## config.mk

```make
export PLATFORM = sky130hd
export DESIGN_NAME = pkt_ctrl_mc
export DESIGN_NICKNAME = d
export VERILOG_FILES = /design/src/rtl/pkt_ctrl_mc_pkg.sv /design/src/rtl/pkt_period_timer.sv /design/src/rtl/pkt_ctrl_mc.sv
export SDC_FILE = /design/constraint.sdc
export NUM_CORES = 1
export LEC_CHECK = 0
export BUFFER_PORTS_ARGS = -buffer_cell sky130_fd_sc_hd__buf_2
export CORE_UTILIZATION = 45
export DETAILED_ROUTE_END_ITERATION = 12
export PLACE_DENSITY_LB_ADDON = 0.1
export SLEW_MARGIN = 40
export SYNTH_ARGS = -nofsm -noshare
export SYNTH_HDL_FRONTEND = slang
export SYNTH_SLANG_ARGS = --single-unit
```

## constraint.sdc

```tcl
create_clock -name clk -period 4.6 [get_ports clk]
set_clock_uncertainty 0.2 [all_clocks]
set_input_delay 0.23 -clock clk [delete_from_list [all_inputs] [get_ports clk]]
set_output_delay 0.23 -clock clk [all_outputs]
set_load 0.05 [all_outputs]
```

## src/rtl/pkt_ctrl_mc_pkg.sv

```systemverilog
// Shared types and helpers for the multi-channel packet controller.
package pkt_ctrl_mc_pkg;

    typedef enum logic [2:0] {
        S_IDLE,
        S_PREP,
        S_DATA,
        S_GAP,
        S_DONE
    } state_t;

    // Clocks from a word tick to its out_valid.
    localparam int RD_LAT    = 2;

    // The self-test word carries the channel above a 16-bit word index.
    localparam int PAT_IDX_W = 16;
    localparam int PAT_W     = 4 + PAT_IDX_W;

    function automatic int len_words(input logic [1:0] code, input int base);
        return base << code;
    endfunction

    function automatic logic [PAT_W-1:0] pattern_word(input logic [3:0]           ch,
                                                      input logic [PAT_IDX_W-1:0] idx);
        return {ch, idx};
    endfunction

endpackage

```

## src/rtl/pkt_period_timer.sv

```systemverilog
// Word-period counter: pcnt runs 0..gap and wraps, tick marks the issue phase.
module pkt_period_timer #(
    parameter int GAP_W = 4
) (
    input  logic             clk,
    input  logic             rstn,
    input  logic             en,
    input  logic             clr,
    input  logic [GAP_W-1:0] gap,
    input  logic [GAP_W-1:0] phase,
    output logic             tick
);

    logic [GAP_W-1:0] pcnt;

    // Free-running period counter, restarted by clr and frozen when en is low.
    always_ff @(posedge clk or negedge rstn) begin
        if (!rstn) begin
            pcnt <= '0;
        end else if (en) begin
            if (clr || (pcnt >= gap)) begin
                pcnt <= '0;
            end else begin
                pcnt <= pcnt + GAP_W'(1);
            end
        end
    end

    assign tick = (pcnt == phase);

endmodule

```

## src/rtl/pkt_ctrl_mc.sv

```systemverilog
// Round-robin packetiser: reads NUM_CH capture banks (or a self-test pattern)
// and emits fixed-length packets with a two-clock tick-to-valid latency.
module pkt_ctrl_mc
    import pkt_ctrl_mc_pkg::*;
#(
    parameter int DATA_W   = 18,
    parameter int NUM_CH   = 4,
    parameter int ADDR_W   = 12,
    parameter int BASE_LEN = 216,
    parameter int GAP_W    = 4,
    parameter int IDLE_W   = 8,
    parameter int CNT_W    = 16,
    localparam int CH_W    = (NUM_CH > 1) ? $clog2(NUM_CH) : 1
) (
    input  logic              clk,
    input  logic              rstn,
    input  logic              sw_rstn,
    input  logic              clk_en,
    input  logic              cfg_self_test,
    input  logic [NUM_CH-1:0] cfg_ch_mask,
    input  logic [GAP_W-1:0]  cfg_gap,
    input  logic [GAP_W-1:0]  cfg_phase,
    input  logic [1:0]        cfg_len_code,
    input  logic [IDLE_W-1:0] cfg_idle_len,
    input  logic              start,
    input  logic              again,
    output logic              mem_rd_en,
    output logic [CH_W-1:0]   mem_rd_ch,
    output logic [ADDR_W-1:0] mem_rd_addr,
    input  logic [DATA_W-1:0] mem_rd_data,
    output logic [DATA_W-1:0] out_data,
    output logic              out_valid,
    output logic              busy,
    output logic              done,
    output logic [CNT_W-1:0]  pkt_cnt
);

    function automatic logic [CNT_W-1:0] sat_inc(input logic [CNT_W-1:0] v);
        return (&v) ? v : v + CNT_W'(1);
    endfunction

    state_t            state;
    logic [NUM_CH-1:0] mask_l;
    logic [GAP_W-1:0]  gap_l;
    logic [GAP_W-1:0]  phase_l;
    logic [1:0]        len_code_l;
    logic [IDLE_W-1:0] idle_l;
    logic              st_l;
    logic [IDLE_W-1:0] gcnt;
    logic [CH_W-1:0]   cur_ch;
    logic [CH_W-1:0]   first_ch;
    logic [CH_W-1:0]   nxt_ch;
    logic              nxt_found;
    logic [ADDR_W-1:0] widx;
    logic [ADDR_W-1:0] last_idx;
    logic              drain;
    logic [1:0]        drain_cnt;
    logic              tick;
    logic              issue;
    logic              accept;
    logic              timer_clr;

    logic              vld_p1;
    logic              last_p1;
    logic [CH_W-1:0]   ch_p1;
    logic [ADDR_W-1:0] idx_p1;

    assign last_idx  = ADDR_W'(len_words(len_code_l, BASE_LEN) - 1);
    assign issue     = (state == S_DATA) && !drain && tick;
    assign accept    = ((state == S_IDLE) && start) || ((state == S_DONE) && (start || again));
    assign timer_clr = (state == S_PREP) || !sw_rstn;

    // The read strobe is decoded from registered state so memory data lands one clock later.
    assign mem_rd_en   = issue && !st_l;
    assign mem_rd_ch   = mem_rd_en ? cur_ch : '0;
    assign mem_rd_addr = mem_rd_en ? widx : '0;

    pkt_period_timer #(
        .GAP_W (GAP_W)
    ) u_timer (
        .clk   (clk),
        .rstn  (rstn),
        .en    (clk_en),
        .clr   (timer_clr),
        .gap   (gap_l),
        .phase (phase_l),
        .tick  (tick)
    );

    // Lowest enabled channel of the incoming mask, used when a run starts.
    always_comb begin
        first_ch = '0;
        for (int i = NUM_CH - 1; i >= 0; i--) begin
            if (cfg_ch_mask[i]) first_ch = CH_W'(i);
        end
    end

    // Next enabled channel above the current one in the latched mask.
    always_comb begin
        nxt_found = 1'b0;
        nxt_ch    = '0;
        for (int i = NUM_CH - 1; i >= 0; i--) begin
            if (mask_l[i] && (i > int'(cur_ch))) begin
                nxt_found = 1'b1;
                nxt_ch    = CH_W'(i);
            end
        end
    end

    // Main control FSM with latched configuration and registered busy/done.
    always_ff @(posedge clk or negedge rstn) begin
        if (!rstn) begin
            state      <= S_IDLE;
            mask_l     <= '0;
            gap_l      <= '0;
            phase_l    <= '0;
            len_code_l <= '0;
            idle_l     <= '0;
            st_l       <= 1'b0;
            gcnt       <= '0;
            cur_ch     <= '0;
            widx       <= '0;
            drain      <= 1'b0;
            drain_cnt  <= '0;
            busy       <= 1'b0;
            done       <= 1'b0;
        end else if (clk_en) begin
            if (!sw_rstn) begin
                state      <= S_IDLE;
                mask_l     <= '0;
                gap_l      <= '0;
                phase_l    <= '0;
                len_code_l <= '0;
                idle_l     <= '0;
                st_l       <= 1'b0;
                gcnt       <= '0;
                cur_ch     <= '0;
                widx       <= '0;
                drain      <= 1'b0;
                drain_cnt  <= '0;
                busy       <= 1'b0;
                done       <= 1'b0;
            end else begin
                case (state)
                    S_IDLE: begin
                        if (accept) begin
                            state <= S_PREP;
                            busy  <= 1'b1;
                        end
                    end
                    S_DONE: begin
                        if (accept) begin
                            state <= S_PREP;
                            busy  <= 1'b1;
                            done  <= 1'b0;
                        end
                    end
                    S_PREP: begin
                        mask_l     <= cfg_ch_mask;
                        gap_l      <= cfg_gap;
                        phase_l    <= (cfg_phase > cfg_gap) ? cfg_gap : cfg_phase;
                        len_code_l <= cfg_len_code;
                        idle_l     <= cfg_idle_len;
                        st_l       <= cfg_self_test;
                        widx       <= '0;
                        gcnt       <= '0;
                        drain      <= 1'b0;
                        if (cfg_ch_mask == '0) begin
                            state <= S_DONE;
                            busy  <= 1'b0;
                            done  <= 1'b1;
                        end else begin
                            state  <= S_DATA;
                            cur_ch <= first_ch;
                        end
                    end
                    S_DATA: begin
                        if (drain) begin
                            // Hold off DONE until the final word has reached the output.
                            if (drain_cnt == '0) begin
                                state <= S_DONE;
                                drain <= 1'b0;
                                busy  <= 1'b0;
                                done  <= 1'b1;
                            end else begin
                                drain_cnt <= drain_cnt - 2'd1;
                            end
                        end else if (tick) begin
                            if (widx == last_idx) begin
                                widx <= '0;
                                if (idle_l != '0) begin
                                    state <= S_GAP;
                                    gcnt  <= '0;
                                end else if (nxt_found) begin
                                    cur_ch <= nxt_ch;
                                end else begin
                                    drain     <= 1'b1;
                                    drain_cnt <= 2'(RD_LAT - 2);
                                end
                            end else begin
                                widx <= widx + ADDR_W'(1);
                            end
                        end
                    end
                    S_GAP: begin
                        if (tick) begin
                            if (gcnt == idle_l - IDLE_W'(1)) begin
                                if (nxt_found) begin
                                    state  <= S_DATA;
                                    cur_ch <= nxt_ch;
                                end else begin
                                    state <= S_DONE;
                                    busy  <= 1'b0;
                                    done  <= 1'b1;
                                end
                            end else begin
                                gcnt <= gcnt + IDLE_W'(1);
                            end
                        end
                    end
                    default: state <= S_IDLE;
                endcase
            end
        end
    end

    // Stage p1: capture the word identity at the tick (data only, no reset needed).
    always_ff @(posedge clk) begin
        if (clk_en && issue) begin
            ch_p1  <= cur_ch;
            idx_p1 <= widx;
        end
    end

    // Stage p1 control and output stage: valid strobe, data mux and packet counter.
    always_ff @(posedge clk or negedge rstn) begin
        if (!rstn) begin
            vld_p1    <= 1'b0;
            last_p1   <= 1'b0;
            out_valid <= 1'b0;
            out_data  <= '0;
            pkt_cnt   <= '0;
        end else if (clk_en) begin
            if (!sw_rstn) begin
                vld_p1    <= 1'b0;
                last_p1   <= 1'b0;
                out_valid <= 1'b0;
                out_data  <= '0;
                pkt_cnt   <= '0;
            end else begin
                vld_p1    <= issue;
                last_p1   <= issue && (widx == last_idx);
                out_valid <= vld_p1;
                if (!vld_p1) begin
                    out_data <= '0;
                end else if (st_l) begin
                    out_data <= DATA_W'(pattern_word(4'(ch_p1), PAT_IDX_W'(idx_p1)));
                end else begin
                    out_data <= mem_rd_data;
                end
                if (accept) begin
                    pkt_cnt <= '0;
                end else if (vld_p1 && last_p1) begin
                    pkt_cnt <= sat_inc(pkt_cnt);
                end
            end
        end
    end

endmodule

```

==> impl_metrics.toml <==
[power]
seq_power_share = 0.415
total_power_mw = 3.02
p_int_mw = 1.90
pwr_density_cell_nw_per_um2 = 411
sw_frac_of_total = 0.371
power.static_leakage_nw = 3.29
power.combinational.fraction = 0.344
power.net_switching_mw = 1.12
peak_supply_drop_v = 0.000332
clock_power_share = 0.240

[timing]
maxSlewHeadroom = 0.478
layout_min_cycle_time_ns = 3.40
timing_hold_violations_final = 0
grt_setup_unrepaired = "false"
finalSetupTns_ns = 0
timing.final.crit_share = 0.738
slew_worst_pin_ns = 0.776
maxSlewViolCount = 0
finalSetupViolCount = 0
hold_ws_ns = 0.0539
max_clock_freq_mhz = 294

[synthesis]
synth.yosys.seq_area_share = 0.454
ys_ff_latch = 107
async_reset_ff_frac = 0.869
synth_area_leader_cell = "sky130_fd_sc_hd__dfrtp_1"
yosys-top-cells-area = "sky130_fd_sc_hd__dfrtp_1, sky130_fd_sc_hd__edfxtp_1, sky130_fd_sc_hd__ha_1"
synth.top_cell.area_share = 0.384
yosysUniqueCellTypes = 61
post_synth_inst_count = 604
syn_nets = 671
post_synth_instance_area_um2 = 6050
post_synth.cell_area_avg_um2 = 10.0
synth-main-ff-cell = "sky130_fd_sc_hd__dfrtp_1"
synthesis.yosys.warnings = 0
synth_enable_flop_cells = 14

[clocking]
ctsResizeCount = 0
htreeDepth = 3
cts.clk_slew.worst_paths_ns = 0.07
clock-root-buffer = "sky130_fd_sc_hd__clkbuf_16"
number_of_clock_buffers_inserted_by_tritoncts = 9
cts.path.max_buffers = 2
cts_setup_buffers = 0
cts_tree = "yes"
clkLatencyLatePin_ns = 0.35
cts.sink_count = 107

[setup_path]
worstSetupPathType = "reg -> out"
reg2reg_depth = 6
timing.critical_path.slowest_stage_cell = "sky130_fd_sc_hd__nor4_2"
worst_setup_path_startpoint = "u_timer.pcnt[1]"
timing.critical_path.arrival_ns = 2.97
rrSetupSlack_ns = 1.69
worstReg2RegEnd = "widx[8]"
crit_path_max_incr_delay_ns = 0.71
r2r_start = "u_timer.pcnt[1]"
crit_path_end_kind = "output pin"
cp_cell_sequence = "xor2_1 > nor4_2 > nand2_1 > nor2_1 > and2_1 > buf_2"
timing.critical_path.to = "mem_rd_addr[1]"
required_ns = 4.17
critical_path_launch_point_type = "flip-flop"
worstPathMaxFanout = 11

[finish]
n_antenna_cell = 0
post_route_cells_drive_above_1_share = 0.195
layout.nets = 794
finalInstanceArea_um2 = 7350
syn2layout_area_growth_pct = 21.4

[global_route]
largest_net_degree_at_the_start_of_global_routing = 63
grt_util_all_layers = 0.219
grt_first_pass_wirelength_um = 24500
grt_antenna_before_repair = 0
grt_overflow_total = 0
first_global_vias = 4929

[floorplan]
initial_core_util = 0.459
die_h_um = 118
overall_die_area_um2 = 13900
horizontal_die_dimension_um = 118
rows = 42
floorplan.core_area_um2 = 13200
io-pin-count = 99

[routing]
drt-pass1-iter-count = 5
drt.antenna.violating_nets = 0
routed-via-count = 5082
drc = 0
routed_wl_um = 14600
initialDrtViolationCount = 289
detail_route.wl_per_cell_um = 16.1
post_drt_via_cell_ratio = 5.60

[place]
final_weighted_congestion_in_routability_driven_placement = 0.846
detailedPlacementHpwl_um = 10200
post_dp_cell_area_um2 = 6700
io_buffers = 98

[worst_hold_path]
hold_removal_path_class = "in -> reg"

[status]
run_status = "completed"

[flow_run]
max_cap_violations = 0
## layout make-up
type / instances / area [um^2]
fillers: 1132 / 5840
repair buffers: 139 / 897
well taps: 176 / 220
clock buffers: 11 / 233
inverters: 32 / 120
multi-input cells: 438 / 3090
clock inverters: 5 / 36.3
flip-flops and latches: 107 / 2750
## power by group through the flow
stage	Combinational (mW)	Sequential (mW)	Clock, mW
floorplan	0.799	1.23	0
global placement	0.991	1.26	0
detailed placement	1.01	1.27	0
CTS	1.04	1.25	0.751
global route	1.14	1.28	0.783
finish	1.04	1.25	0.725
## stage by stage
step	setup WS, ns	cells	utilization
2_1_floorplan	1.64	604	-
3_3_place_gp	1.61	855	0.507
3_5_place_dp	1.57	855	0.508
4_1_cts	1.15	908	0.556
5_1_grt	0.962	908	0.557
6_report	1.20	908	0.557
## routing by layer
layer | share of wire | track usage | vias up
li1 | - | - | 2467
met1 | 0.48 | 0.289 | 2448
met2 | 0.46 | 0.358 | 145
met3 | 0.043 | 0.0489 | 22
met4 | 0.019 | 0.0673 | 0
met5 | 0 | 0 | -
## registers in the layout, summed over array words and instances (netlist names)
| signal | cells |
|---|---|
| st_l | 1 |
| drain_cnt | 2 |
| phase_l | 4 |
| busy | 1 |
| done | 1 |
| state | 3 |
| vld_p1 | 1 |
| gcnt | 8 |
| drain | 1 |
| last_p1 | 1 |
| cur_ch | 2 |
| u_timer.pcnt | 4 |
| idle_l | 8 |
| widx | 12 |
| idx_p1 | 12 |
| pkt_cnt | 16 |
| gap_l | 4 |
| out_valid | 1 |
| len_code_l | 2 |
| ch_p1 | 2 |
| mask_l | 3 |
| out_data | 18 |
## logic make-up (layout without fill, tap and decap cells)
family	count (synthesis)	after routing	synth area share
AOI/OAI and AO/OA	138	138	0.177
xor gates and xnor gates	37	37	0.0535
adders and majority gates	20	20	0.0413
buffers and inverters	59	187	0.0368
DFF	107	107	0.454
muxes	28	28	0.0480
and+or+nand+nor	215	215	0.190
## timing repair
action | CTS | global route
endpoints found under the hold margin | 97 | 0
setup endpoints to repair | 0 | 0
hold buffers | 37 | 0
## placed cells by master, fill, tap and decap left out, types with 9 or more instances in the layout
master,synthesis,routed
sky130_fd_sc_hd__xnor2_1,26,26
sky130_fd_sc_hd__a22o_1,28,28
sky130_fd_sc_hd__clkbuf_16,0,9
sky130_fd_sc_hd__o2bb2ai_1,19,19
sky130_fd_sc_hd__o21ai_0,25,25
sky130_fd_sc_hd__and2_1,14,14
sky130_fd_sc_hd__a21oi_1,17,17
sky130_fd_sc_hd__ha_1,20,20
sky130_fd_sc_hd__buf_2,1,97
sky130_fd_sc_hd__edfxtp_1,14,14
sky130_fd_sc_hd__nand2_1,36,36
sky130_fd_sc_hd__dlygate4sd3_1,0,37
sky130_fd_sc_hd__nand2b_1,14,14
sky130_fd_sc_hd__nor3_1,28,27
sky130_fd_sc_hd__nand3_1,27,27
sky130_fd_sc_hd__nand4_1,11,11
sky130_fd_sc_hd__xor2_1,11,11
sky130_fd_sc_hd__dfrtp_1,93,92
sky130_fd_sc_hd__mux2i_1,20,20
sky130_fd_sc_hd__nor2_1,42,41
sky130_fd_sc_hd__inv_1,30,30
## worst max-delay path: cells and delay by family (launching register included)
family | cells | cell delay, ns
DFF | 1 | 0.43
xor gates and xnor gates | 1 | 0.17
buffers and inverters | 1 | 0.27
and+or+nand+nor | 4 | 1.74
## synth_stat cells, drive strengths merged, types with 8 or more instances
| master | n |
|---|---|
| a22o | 28 |
| and2 | 14 |
| o21ai | 26 |
| xnor2 | 26 |
| edfxtp | 14 |
| nor3 | 28 |
| mux2 | 8 |
| dfrtp | 93 |
| nand4 | 12 |
| xor2 | 11 |
| ha | 20 |
| nand3 | 27 |
| o2bb2ai | 19 |
| nand2 | 36 |
| nand2b | 14 |
| mux2i | 20 |
| inv | 30 |
| nor4 | 8 |
| a21oi | 17 |
| clkbuf | 24 |
| nor2 | 42 |
## how the worst min path moves through the flow
stage	from	endpoint	slack (ns)	cells past startpoint
final	cfg_phase[3]	phase_l[3]	0.05	3
after global routing	cfg_phase[3]	phase_l[3]	0.04	3
after CTS	cfg_phase[3]	phase_l[3]	0.04	3
after detailed placement	rstn	out_data[3]	0.18	1
after global placement	rstn	out_data[3]	0.17	1
after floorplan	rstn	busy	-0.27	0
Power figures use the tool's default switching activity.
